File: config.mk
export PLATFORM = sky130hd
export DESIGN_NAME = rr_fetch_flat
export DESIGN_NICKNAME = d
export VERILOG_FILES = /design/src/rtl/rr_fetch_if.sv /design/src/rtl/rr_fetch.sv /design/src/flat_wrapper.sv
export SDC_FILE = /design/constraint.sdc
export NUM_CORES = 1
export LEC_CHECK = 0
export BUFFER_PORTS_ARGS = -buffer_cell sky130_fd_sc_hd__buf_2
export CAP_MARGIN = 20
export CORE_MARGIN = 2
export CORE_UTILIZATION = 53
export CTS_CLUSTER_DIAMETER = 100
export DETAILED_ROUTE_END_ITERATION = 16
export MAX_ROUTING_LAYER = met4
export PLACE_DENSITY_LB_ADDON = 0.15
export SLEW_MARGIN = 20
export SYNTH_ARGS = -nofsm -noshare
export SYNTH_HDL_FRONTEND = slang
export SYNTH_SLANG_ARGS = --single-unit
File: constraint.sdc
create_clock -name clock -period 5.4 [get_ports clock]
set_input_delay 0.27 -clock clock [delete_from_list [all_inputs] [get_ports clock]]
set_output_delay 0.27 -clock clock [all_outputs]
set_load 0.03 [all_outputs]
File: src/rtl/rr_fetch_if.sv
// rr_fetch_if: instruction-memory request/response channel between fetch (master) and memory.
interface rr_fetch_if;
  logic        imem_req;
  logic [31:0] imem_addr;
  logic        imem_ready;
  logic        imem_valid;
  logic [31:0] imem_rdata;

  modport master (
    output imem_req,
    output imem_addr,
    input  imem_ready,
    input  imem_valid,
    input  imem_rdata
  );

  modport slave (
    input  imem_req,
    input  imem_addr,
    output imem_ready,
    output imem_valid,
    output imem_rdata
  );
endinterface

File: src/rtl/rr_fetch.sv
// rr_fetch: single-outstanding instruction fetch stage feeding decode, with stall/redirect control.
// Optional FETCH_EARLY_STALL_EN: park in hold right after forwarding a control-flow word.
module rr_fetch #(
  parameter logic [31:0] RESET_PC = 32'h0000_0000,
  parameter logic [31:0] NOP_INST = 32'h0000_0013
) (
  input  logic        clock,
  input  logic        reset_n,
  rr_fetch_if.master  imem,
  input  logic        stall_in,
  input  logic        redirect_valid,
  input  logic [31:0] redirect_pc,
  output logic [31:0] inst,
  output logic [31:0] pc_out
);

  typedef enum logic [1:0] {FReq, FWait, FDrain, FHold} state_e;

  localparam logic [31:0] AlignMask = 32'hFFFF_FFFC;

  state_e      state_q, state_d;
  logic [31:0] pc_q, pc_d;
  logic [31:0] inst_q, inst_d;
  logic [31:0] pc_out_q, pc_out_d;
  logic        pend_q, pend_d;
  logic [31:0] redir_pc;

  assign redir_pc = redirect_pc & AlignMask;

`ifdef FETCH_EARLY_STALL_EN
  logic is_ctl;
  assign is_ctl = (imem.imem_rdata[6:0] == 7'b1100011) ||
                  (imem.imem_rdata[6:0] == 7'b1101111) ||
                  (imem.imem_rdata[6:0] == 7'b1100111);
`endif

  // Request is gated by reset so nothing is presented while the stage is held in reset.
  assign imem.imem_req  = reset_n && (state_q == FReq);
  assign imem.imem_addr = pc_q & AlignMask;
  assign inst           = inst_q;
  assign pc_out         = pc_out_q;

  always_comb begin
    state_d  = state_q;
    pc_d     = pc_q;
    inst_d   = NOP_INST;
    pc_out_d = pc_out_q;
    pend_d   = pend_q;
    unique case (state_q)
      FReq: begin
        if (redirect_valid) begin
          pc_d = redir_pc;
          if (imem.imem_ready) begin
            pend_d  = 1'b1;
            state_d = FDrain;
          end
        end else if (stall_in) begin
          state_d = imem.imem_ready ? FDrain : FHold;
        end else if (imem.imem_ready) begin
          state_d = FWait;
        end
      end
      FWait: begin
        if (redirect_valid) begin
          pc_d = redir_pc;
          if (imem.imem_valid) begin
            state_d = FReq;
          end else begin
            pend_d  = 1'b1;
            state_d = FDrain;
          end
        end else if (stall_in) begin
          state_d = imem.imem_valid ? FHold : FDrain;
        end else if (imem.imem_valid) begin
          inst_d   = imem.imem_rdata;
          pc_out_d = pc_q;
          pc_d     = pc_q + 32'd4;
`ifdef FETCH_EARLY_STALL_EN
          state_d  = is_ctl ? FHold : FReq;
`else
          state_d  = FReq;
`endif
        end
      end
      FDrain: begin
        // The outstanding word is wrong-path; a redirect only decides where to go once it lands.
        if (redirect_valid) begin
          pc_d = redir_pc;
          if (imem.imem_valid) begin
            pend_d  = 1'b0;
            state_d = FReq;
          end else begin
            pend_d = 1'b1;
          end
        end else if (imem.imem_valid) begin
          pend_d  = 1'b0;
          state_d = pend_q ? FReq : FHold;
        end
      end
      FHold: begin
        if (redirect_valid) begin
          pc_d    = redir_pc;
          state_d = FReq;
        end
      end
      default: state_d = FReq;
    endcase
  end

  always_ff @(posedge clock or negedge reset_n) begin
    if (!reset_n) begin
      state_q  <= FReq;
      pc_q     <= RESET_PC;
      inst_q   <= NOP_INST;
      pc_out_q <= RESET_PC;
      pend_q   <= 1'b0;
    end else begin
      state_q  <= state_d;
      pc_q     <= pc_d;
      inst_q   <= inst_d;
      pc_out_q <= pc_out_d;
      pend_q   <= pend_d;
    end
  end

endmodule

File: src/flat_wrapper.sv
// flat-port wrapper written by rule: the top's interface ports become plain ports
module rr_fetch_flat 
#(
  parameter logic [31:0] RESET_PC = 32'h0000_0000,
  parameter logic [31:0] NOP_INST = 32'h0000_0013
)
  (clock, reset_n, stall_in, redirect_valid, redirect_pc, inst, pc_out, imem_imem_req, imem_imem_addr, imem_imem_ready, imem_imem_valid, imem_imem_rdata);
  rr_fetch_if imem_i ();
  input  logic clock;
  input  logic reset_n;
  input  logic stall_in;
  input  logic redirect_valid;
  input  logic [31:0] redirect_pc;
  output logic [31:0] inst;
  output logic [31:0] pc_out;
  output wire logic [$bits(imem_i.imem_req)-1:0] imem_imem_req;
  output wire logic [$bits(imem_i.imem_addr)-1:0] imem_imem_addr;
  input wire logic [$bits(imem_i.imem_ready)-1:0] imem_imem_ready;
  input wire logic [$bits(imem_i.imem_valid)-1:0] imem_imem_valid;
  input wire logic [$bits(imem_i.imem_rdata)-1:0] imem_imem_rdata;
  assign imem_imem_req = imem_i.imem_req;
  assign imem_imem_addr = imem_i.imem_addr;
  assign imem_i.imem_ready = imem_imem_ready;
  assign imem_i.imem_valid = imem_imem_valid;
  assign imem_i.imem_rdata = imem_imem_rdata;
  rr_fetch #(.RESET_PC(RESET_PC), .NOP_INST(NOP_INST)) u_core (.clock(clock), .reset_n(reset_n), .imem(imem_i), .stall_in(stall_in), .redirect_valid(redirect_valid), .redirect_pc(redirect_pc), .inst(inst), .pc_out(pc_out));
endmodule
==> results of run 1 <==
-- worst register-to-register path, cell delays in order, from the launching register on --
cell	delay, ns
dfrtp_1	0.45
inv_1	0.12
ha_1	0.45
nor4bb_4	1.03
buf_4	0.56
nand3_1	0.19
nor4_1	0.21
nor3_1	0.09
-- worst paths after layout --
path | startpoint | depth (start not counted) | to
setup / recovery | u_core.state_q[1] | 7 | u_core.pc_q[20]
hold / removal | imem_imem_rdata[7] | 2 | u_core.inst[7]
setup reg to reg | u_core.state_q[1] | 7 | u_core.pc_q[20]
hold reg to reg | u_core.pc_out[21] | 1 | u_core.pc_out[21]
max in group asynchronous | reset_n | 3 | u_core.inst[13]
min in group asynchronous | reset_n | 2 | u_core.pend_q
-- where the power goes --
group          switching (W)  internal (W)  leakage [nW]
Sequential          0.000148      0.000876          1.19
Clock               0.000274      0.000178        0.0916
Combinational       0.000616      0.000332          1.39
-- layout by cell type, fill, tap and decap left out, types with 6 or more instances in the layout --
master / n
nor4_1: 7
dfrtp_1: 92
mux2_2: 30
a21oi_1: 11
nand4_1: 14
a31oi_1: 8
inv_1: 9
buf_2: 159
and3_1: 7
clkbuf_8: 9
o21ai_0: 12
a311oi_1: 8
xnor2_1: 6
nand2_1: 20
nand2b_1: 10
nor2_1: 27
and2_1: 32
nand3_1: 18
-- cell families after synthesis --
kind of cell / count (synthesis) / synth area share (%)
multiplexers: 32 / 7.95
AND/OR/NAND/NOR: 162 / 20.0
AO/OA/AOI/OAI: 77 / 12.1
flip-flops: 95 / 52.9
other: 1 / 0.0833
buffers and inverters: 44 / 4.39
adder cells (fa/ha/maj): 5 / 1.39
XOR/XNOR: 6 / 1.17
-- stage by stage --
stage                     instances  util (%)  worst slack [ns]  hold slack (ns)  power (W)
after floorplan                 425         -              3.32          -0.0256    0.00168
after global placement          658      64.8              2.34            0.294    0.00195
after detailed placement        658      64.8              2.20            0.301    0.00199
after CTS                       675      67.2              2.19           0.0869    0.00243
after global routing            675      67.4              1.90           0.0889    0.00255
final                           675      67.4              2.17           0.0980    0.00242
-- area by class of cell --
cell class	instances	area share [%]
clock inverter	7	1.13
timing repair buffer	164	15.1
inverter	9	0.610
multi-input combinational	286	35.5
tap	105	2.37
clock buffer	9	2.24
sequential	95	43.0
-- metal layers --
metal	wire length (um)	global-route usage, %	up-vias
met1	4860	34.2	1896
met3	947	4.78	14
li1	-	-	1808
met5	0	-	-
met4	147	7.14	0
met2	5760	42.3	196
-- flip-flops by register name, summed over array words and instances, names as in the netlist --
name	cells
u_core.inst	32
u_core.state_q	2
u_core.pc_q	30
u_core.pc_out	30
u_core.pend_q	1
==> summary.md, run 1 <==
| Metric | Value |
|---|---|
| Status | completed |
| RSZ-0062 raised after global routing | no |
| DR vias | 3914 |
| Post-DP HPWL | roughly 8.2 mm |
| Synth area leaders | dfrtp_1, mux2_2, and2_1, nor2_1, nand3_1 |
| Layout cell share with drive strength beyond 1 | 38.9% |
| Synth async-reset ratio | 100% |
| CP max stage delay | between 1 and 1.5 ns |
| Tmin final | around 3.2 ns |
| Multi-input logic area | around 2000 um2 |
| Ant diodes | 0 |
| Fill count | just under 700 |
| Flop2flop setup slack | between 2 and 2.5 ns |
| Maximum VDD drop | 283 uV |
| Die H | 96.2 um |
| First-pass GRT wire length | approximately 18 mm |
| Share of the synthesized area in the top cell type | 51.1% |
| Clk Latency, worst-skew pair | approximately 0.37 ns |
| Max Cap Viol | 0 |
| GRT Residual Overflow | 0 |
| Slowest CP cell | nor4bb_4 |
| Largest net degree at the start of global routing | 55 |
| Data arrival, critical path | between 3 and 4 ns |
| CTS clk-pin slew, worst paths | ~0.11 ns |
| Crit path max fanout | 42 |
| Core ar. | roughly 8000 um2 |
| Primary FF master, synth | dfrtp_1 |
| Drt pass-1 iters | 5 |
| Synth Cell Area | 4500 um2 |
| CP startpoint kind | flip-flop |
| Yosys Warn Count | 0 |
| Nets | 640 |
| Number of H-tree levels | 3 |
| CTS max path bufs | 2 |
| Post-Route WL | 11.7 mm |
| Netlist cell types | 58 |
| Post-DP Area | 5320 um2 |
| Post-synthesis sequential area ratio | 52.9% |
| Remaining DRCs | 0 |
| CTS tree | built |
| Worst-Margin Slew | 1.07 ns |
| CP top delay family | simple AND/OR/NAND/NOR gates |
| FP Rows | 33 |
| Post-DR vias/cell | between 5 and 6 |
| Design Area, Final | approximately 5500 um2 |
| 1st-iter DRT viols | around 260 |
| CP bufs+invs | 2 |
| Reg area | 2380 um2 |
| Area Overhead vs Synth | 23.0% |
| Final setup violation count | 0 |
| Leak Pwr | 2.67 nW |
| Starting Density | 54.8% |
| Post-route ant nets | 0 |
| GP Congestion | 0.829 |
| Hold Buf Count CTS | 1 |
| Num ports | approximately 170 |
| Die footprint | 9250 um2 |
| Post-CTS sizing | 0 |
| Post-synthesis register bit count | 95 |
| Number of antenna violations at the first check in global routing | 0 |
| Final hold vios | 0 |
| Routed len/inst | 17.4 um |
| Die W | 96.2 um |
| Final period util | around three fifths |
| Class of the tightest hold or removal check | input pin to flip-flop |
| Worst path required time | 5.64 ns |
| Sinks on Clock Net | 95 |
| Element type at the critical path end | flip-flop |
| Root Buffer | clkbuf_8 |
| I/O Buffers | 160 |
| Max-slew violations | 0 |
| Worst clock skew | 0.0156 ns |
| Critical path, cell by cell | inv_1 -> ha_1 -> nor4bb_4 -> buf_4 -> nand3_1 -> nor4_1 -> nor3_1 |
| Peak Freq | just over 0.3 GHz |
| Post-synth EDFFs | 0 |
| Total CTS buffers | 9 |
| Syn Area/Cell | 10.7 um2 |
| Count leader, synth | dfrtp_1 |
| Synth cell count leaders | dfrtp_1, and2_1, mux2_2 |
| Setup Buffers After CTS | 0 |
| GRT Total Usage | 26.2% |
| Max_slew headroom | 28.9% |
| Area leader, netlist | dfrtp_1 |
| Vias in the first global route | ~3.6k |
| WS Path Type | flip-flop to flip-flop |
| PD cells | 438 nW/um2 |
| Setup_tns | 0 ns |
| Syn Inst Count | 422 |
(Power assumes the default switching activity.)
==> inputs of run 2 (changes only) <==
--- a/config.mk
+++ b/config.mk
@@ -8,7 +8,7 @@
 export BUFFER_PORTS_ARGS = -buffer_cell sky130_fd_sc_hd__buf_2
 export CAP_MARGIN = 20
 export CORE_MARGIN = 2
-export CORE_UTILIZATION = 53
+export CORE_UTILIZATION = 45
 export CTS_CLUSTER_DIAMETER = 100
 export DETAILED_ROUTE_END_ITERATION = 16
 export MAX_ROUTING_LAYER = met4
==> constraint.sdc (replaced) <==
create_clock -name clock -period 2.6 [get_ports clock]
set_input_delay 0.13 -clock clock [delete_from_list [all_inputs] [get_ports clock]]
set_output_delay 0.13 -clock clock [all_outputs]
set_load 0.03 [all_outputs]
==> run 2 against run 1 <==
Compared with the run above: die area up 17%; critical path depth down 1; global-route usage down 1.8 points; count of clock-buffer cells in the layout up 3; via count up 4.4%; sequential share of layout area down 3.8 points; cell count up 12%; register-to-register slack worse by 1.9 ns; utilization down 4.9 points.
==> summary.md, run 2 (synthesized netlist as in run 1, its figures left out) <==
| Metric | Value |
|---|---|
| Status | completed |
| Number of antenna violations at the first check in global routing | 0 |
| Layout Cells excl Fill | 756 |
| Data arrival, critical path | 2.53 ns |
| Post-DP HPWL | 8.50 mm |
| Class of the tightest hold or removal check | input pin to flip-flop |
| CTS tree | built |
| Sinks on Clock Net | 95 |
| Max_slew headroom | 31.0% |
| Maximum VDD drop | between 500 and 600 uV |
| Setup Buffers After CTS | 0 |
| Final period util | roughly 90% |
| Final setup violation count | 0 |
| CTS max path bufs | 2 |
| Total CTS buffers | 9 |
| Die footprint | around 11000 um2 |
| Post-route total power | 0.00514 W |
| Commonest non-fill, non-tap cells in the layout | buf_2, dfrtp_1, dlygate4sd3_1 |
| Post-route ant nets | 0 |
| Starting Density | 46.3% |
| Crit path max fanout | 15 |
| Peak Freq | about 0.44 GHz |
| Leak Pwr | approximately 2.9 nW |
| Most common library cell in the layout ignoring fill and taps | buf_2 |
| Setup WS post-layout | about 0.32 ns |
| GRT Residual Overflow | 0 |
| M1 WL | 5.63 mm |
| GRT Total Usage | between 20% and 30% |
| Root Buffer | clkbuf_8 |
| Worst clock skew | roughly 0.0065 ns |
| I/O Buffers | 160 |
| RSZ-0062 raised after global routing | no |
| FP Rows | 36 |
| Layout cell share with drive strength beyond 1 | a little under two fifths |
| Max Cap Viol | 0 |
| Placed insts | 700 |
| Setup_tns | 0 ns |
| Area Overhead vs Synth | 35.0% |
| Hold path cells | 2 |
| Routed len/inst | 16.7 um |
| CP startpoint kind | flip-flop |
| Max-slew violations | 0 |
| Number of H-tree levels | 3 |
| 1st-iter DRT viols | 327 |
| Num ports | 167 |
| Element type at the critical path end | flip-flop |
| Routed wl met3 | 708 um |
| First-pass GRT wire length | around 21 mm |
| GP Congestion | 0.837 |
| Largest net degree at the start of global routing | between 90 and 100 |
| Met2 wire length | slightly above 6 mm |
| Pre-CTS setup slack | 0.353 ns |
| Max FFs per register | 32 |
| Post-Route WL | 12.6 mm |
| Remaining DRCs | 0 |
| Clk Latency, worst-skew pair | 0.36 ns |
| CTS clk-pin slew, worst paths | 0.09 ns |
| Drt pass-1 iters | 4 |
| Worst path required time | around 2.9 ns |
| DR vias | 4087 |
| PD cells | 845 nW/um2 |
| Fill count | about 850 |
| Worst-Margin Slew | 1.03 ns |
| Hold WS | 0.0134 ns |
| Top routing layer in use | met4 |
| R2r worst-path depth | 6 |
| Vias in the first global route | 4089 |
| Nets | 693 |
| Die H | 104 um |
| Die W | 104 um |
| Tmin final | 2.28 ns |
| Core ar. | 9730 um2 |
| Ant diodes | 0 |
| WS Path Type | flip-flop to flip-flop |
| Final hold vios | 0 |
| Post-DR vias/cell | 5.41 |
-- run 2: cell count changes in the layout (fill, tap and decap cells not counted), sizes merged --
cell         delta
clkbuf          +3
dlygate4sd3    +39
clkinvlp        -1
bufinv          +1
inv             -3
buf            +14
-- run 2: critical path: stages, from the launching register on --
cell	delay [ns]
dfrtp_1	0.44
inv_1	0.09
ha_1	0.19
and3b_1	0.19
nor2_1	0.78
nor4_1	0.13
a221o_1	0.35
-- run 2: where the power goes --
group / internal, W / switching [W]
registers: 0.00182 / 0.000300
logic: 0.000755 / 0.00130
clock network: 0.000451 / 0.000512
total: 0.00303 / 0.00211
-- run 2: metrics by stage --
step	cell area (um2)	util (%)
after floorplan	4510	-
after global placement	5490	56.4
after detailed placement	5490	56.4
after CTS	6080	62.5
after global routing	6080	62.5
final	6080	62.5
-- run 2: area by class of cell --
class	instances	area (um2)	share of cell area [%]
flip-flops and latches	95	2380	39.2
well taps	133	166	2.74
clock buffers	12	135	2.22
multi-input cells	286	1950	32.1
inverters	9	33.8	0.556
clock inverters	4	55.1	0.906
repair buffers	217	1360	22.3
-- run 2: worst paths after layout --
path | start | endpoint | slack, ns
worst max-delay path | u_core.state_q[1] | u_core.pc_q[31] | 0.32
min in group asynchronous | reset_n | u_core.pc_out[18] | 0.37
worst max register to register | u_core.state_q[1] | u_core.pc_q[31] | 0.32
worst min-delay path | redirect_pc[31] | u_core.pc_q[31] | 0.01
worst min register to register | u_core.pc_out[8] | u_core.pc_out[8] | 0.51
max in group asynchronous | reset_n | u_core.inst[1] | 1.83
-- run 2: layer usage --
metal / vias to the layer above / GRT usage, %
li1: 1919 / -
met1: 2000 / 31.9
met2: 157 / 39.3
met3: 11 / 3.32
met4: 0 / 8.69
met5: - / -
-- run 2: timing repair --
item | 4_1_cts | 5_1_grt
gates resized for setup | 0 | 0
endpoints found under the hold margin | 131 | 0
hold buffers | 40 | 0
==> inputs of run 3 (changes only) <==
--- a/config.mk
+++ b/config.mk
@@ -7,10 +7,13 @@
 export LEC_CHECK = 0
 export BUFFER_PORTS_ARGS = -buffer_cell sky130_fd_sc_hd__buf_2
 export CAP_MARGIN = 20
+export CELL_PAD_IN_SITES_DETAIL_PLACEMENT = 1
+export CELL_PAD_IN_SITES_GLOBAL_PLACEMENT = 2
 export CORE_MARGIN = 2
-export CORE_UTILIZATION = 45
+export CORE_UTILIZATION = 27
 export CTS_CLUSTER_DIAMETER = 100
 export DETAILED_ROUTE_END_ITERATION = 16
+export HOLD_SLACK_MARGIN = 0.08
 export MAX_ROUTING_LAYER = met4
 export PLACE_DENSITY_LB_ADDON = 0.15
 export SLEW_MARGIN = 20
==> run 3 against run 2 <==
Compared with the run above: worst hold slack improved by 0.090 ns; register-to-register slack better by 0.19 ns; fmax is 9.1% higher; global-route usage is 5.6 points lower; design area up 7.1%; routed wire length grew 24%.
==> summary.md, run 3 (synthesized netlist as in run 1, its figures left out) <==
| Metric | Value |
|---|---|
| Status | completed |
| Starting Density | between 20% and 30% |
| Num ports | 167 |
| Commonest non-fill, non-tap cells in the layout | buf_2, dfrtp_1, dlygate4sd3_1 |
| CP max stage delay | 0.50 ns |
| Crit path launch | u_core.pc_q[2] |
| FP Rows | 47 |
| Peak Freq | 0.478 GHz |
| CTS clk-pin slew, worst paths | around 0.07 ns |
| Crit path max fanout | 8 |
| Largest net degree at the start of global routing | 64 |
| CP startpoint kind | flip-flop |
| Number of H-tree levels | 3 |
| Die H | 133 um |
| Maximum VDD drop | 326 uV |
| Layout cell share with drive strength beyond 1 | 37.4% |
| WS Path Type | flip-flop to flip-flop |
| Drt pass-1 iters | 4 |
| Vias in the first global route | 4646 |
| Tmin final | ~2.1 ns |
| Post-DR vias/cell | 4.88 |
| Leak Pwr | 3.06 nW |
| Worst-Margin Slew | roughly 0.5 ns |
| GP Congestion | 0.779 |
| CTS tree | built |
| Slowest CP cell | or4_1 |
| Sinks on Clock Net | 95 |
| RSZ-0062 raised after global routing | no |
| Data arrival, critical path | 2.37 ns |
| Die footprint | 17700 um2 |
| Final setup violation count | 0 |
| Final hold vios | 0 |
| Post-Route WL | around 16 mm |
| Total CTS buffers | 9 |
| Nets | ~700 |
| Worst clock skew | 0.00862 ns |
| Class of the tightest hold or removal check | input pin to flip-flop |
| Area Overhead vs Synth | 44.6% |
| Setup_tns | 0 ns |
| GRT Total Usage | 18.8% |
| Element type at the critical path end | flip-flop |
| Clk Latency, worst-skew pair | 0.36 ns |
| Die W | 133 um |
| I/O Buffers | 160 |
| PD cells | 885 nW/um2 |
| DR vias | 4217 |
| Reg-to-Reg Start | u_core.pc_q[2] |
| Max FFs per register | 32 |
| Root Buffer | clkbuf_16 |
| CTS max path bufs | 2 |
| GRT Residual Overflow | 0 |
| Post-CTS sizing | 0 |
| First-pass GRT wire length | 25.2 mm |
| Ant diodes | 0 |
| Max Cap Viol | 0 |
| Most common library cell in the layout ignoring fill and taps | buf_2 |
| Critical path, cell by cell | ha_1 -> nand4_2 -> or2_1 -> or4_1 -> a31oi_1 |
| Routed len/inst | 18.2 um |
| Post-route ant nets | 0 |
| Fin util | roughly two fifths |
| 1st-iter DRT viols | 153 |
| Remaining DRCs | 0 |
| Final period util | between 80 and 90% |
| Number of antenna violations at the first check in global routing | 0 |
| Max_slew headroom | between 60% and 70% |
| Hold Path Origin | redirect_pc[8] |
| Worst path required time | 2.87 ns |
| Core ar. | 16500 um2 |
| Max-slew violations | 0 |
| Post-DP HPWL | 10.9 mm |
run 3: per-stage QoR:
| step | cell area [um2] | setup slack [ns] | std cells | power (W) | hold WS, ns |
|---|---|---|---|---|---|
| final | 6510 | 0.509 | 864 | 0.00576 | 0.104 |
| after global routing | 6510 | 0.271 | 864 | 0.00609 | 0.131 |
| after CTS | 6510 | 0.490 | 864 | 0.00585 | 0.0836 |
| after detailed placement | 5650 | 0.477 | 795 | 0.00425 | 0.142 |
| after global placement | 5650 | 0.535 | 795 | 0.00419 | 0.144 |
| after floorplan | 4510 | 0.515 | 425 | 0.00349 | -0.166 |
run 3: layer usage:
layer | track usage [%] | wire, um | vias up
met3 | 3.12 | 562 | 21
li1 | - | - | 1955
met4 | 6.86 | 292 | 0
met5 | - | 0 | -
met1 | 23.3 | 6990 | 2140
met2 | 31.2 | 7880 | 101
run 3: final timing paths:
check / end / slack, ns / cells after the start
max in group asynchronous: u_core.pc_q[19] / 1.55 / 3
hold / removal: u_core.pc_q[8] / 0.10 / 3
min in group asynchronous: u_core.pc_out[8] / 0.28 / 2
hold reg to reg: u_core.pc_out[28] / 0.50 / 1
setup reg to reg: u_core.pc_q[22] / 0.51 / 5
setup / recovery: u_core.pc_q[22] / 0.51 / 5
run 3: layout make-up:
class	count	area [um2]
Fill cell	1916	9960
Sequential cell	95	2380
Multi-Input combinational cell	286	1950
Timing Repair Buffer	238	1530
Tap cell	220	275
Clock buffer	11	243
Clock inverter	5	88.8
Inverter	9	33.8
run 3: timing repair:
action	4_1_cts	5_1_grt
hold buffers	53	0
buffers inserted	0	0
endpoints found under the hold margin	83	0
endpoints found under the setup margin	0	0
run 3: report_power, final:
part / total (W) / internal (W) / switching, W
clock: 0.00149 / 0.000882 / 0.000611
sequential: 0.00213 / 0.00182 / 0.000303
combinational: 0.00214 / 0.000788 / 0.00135
run 3: critical path: cells and delay by family, from the launching register on:
| family | cells | cell delay, ns |
|---|---|---|
| compound gates | 1 | 0.16 |
| fa+ha+maj | 1 | 0.27 |
| flops | 1 | 0.45 |
| simple gates | 3 | 1.13 |
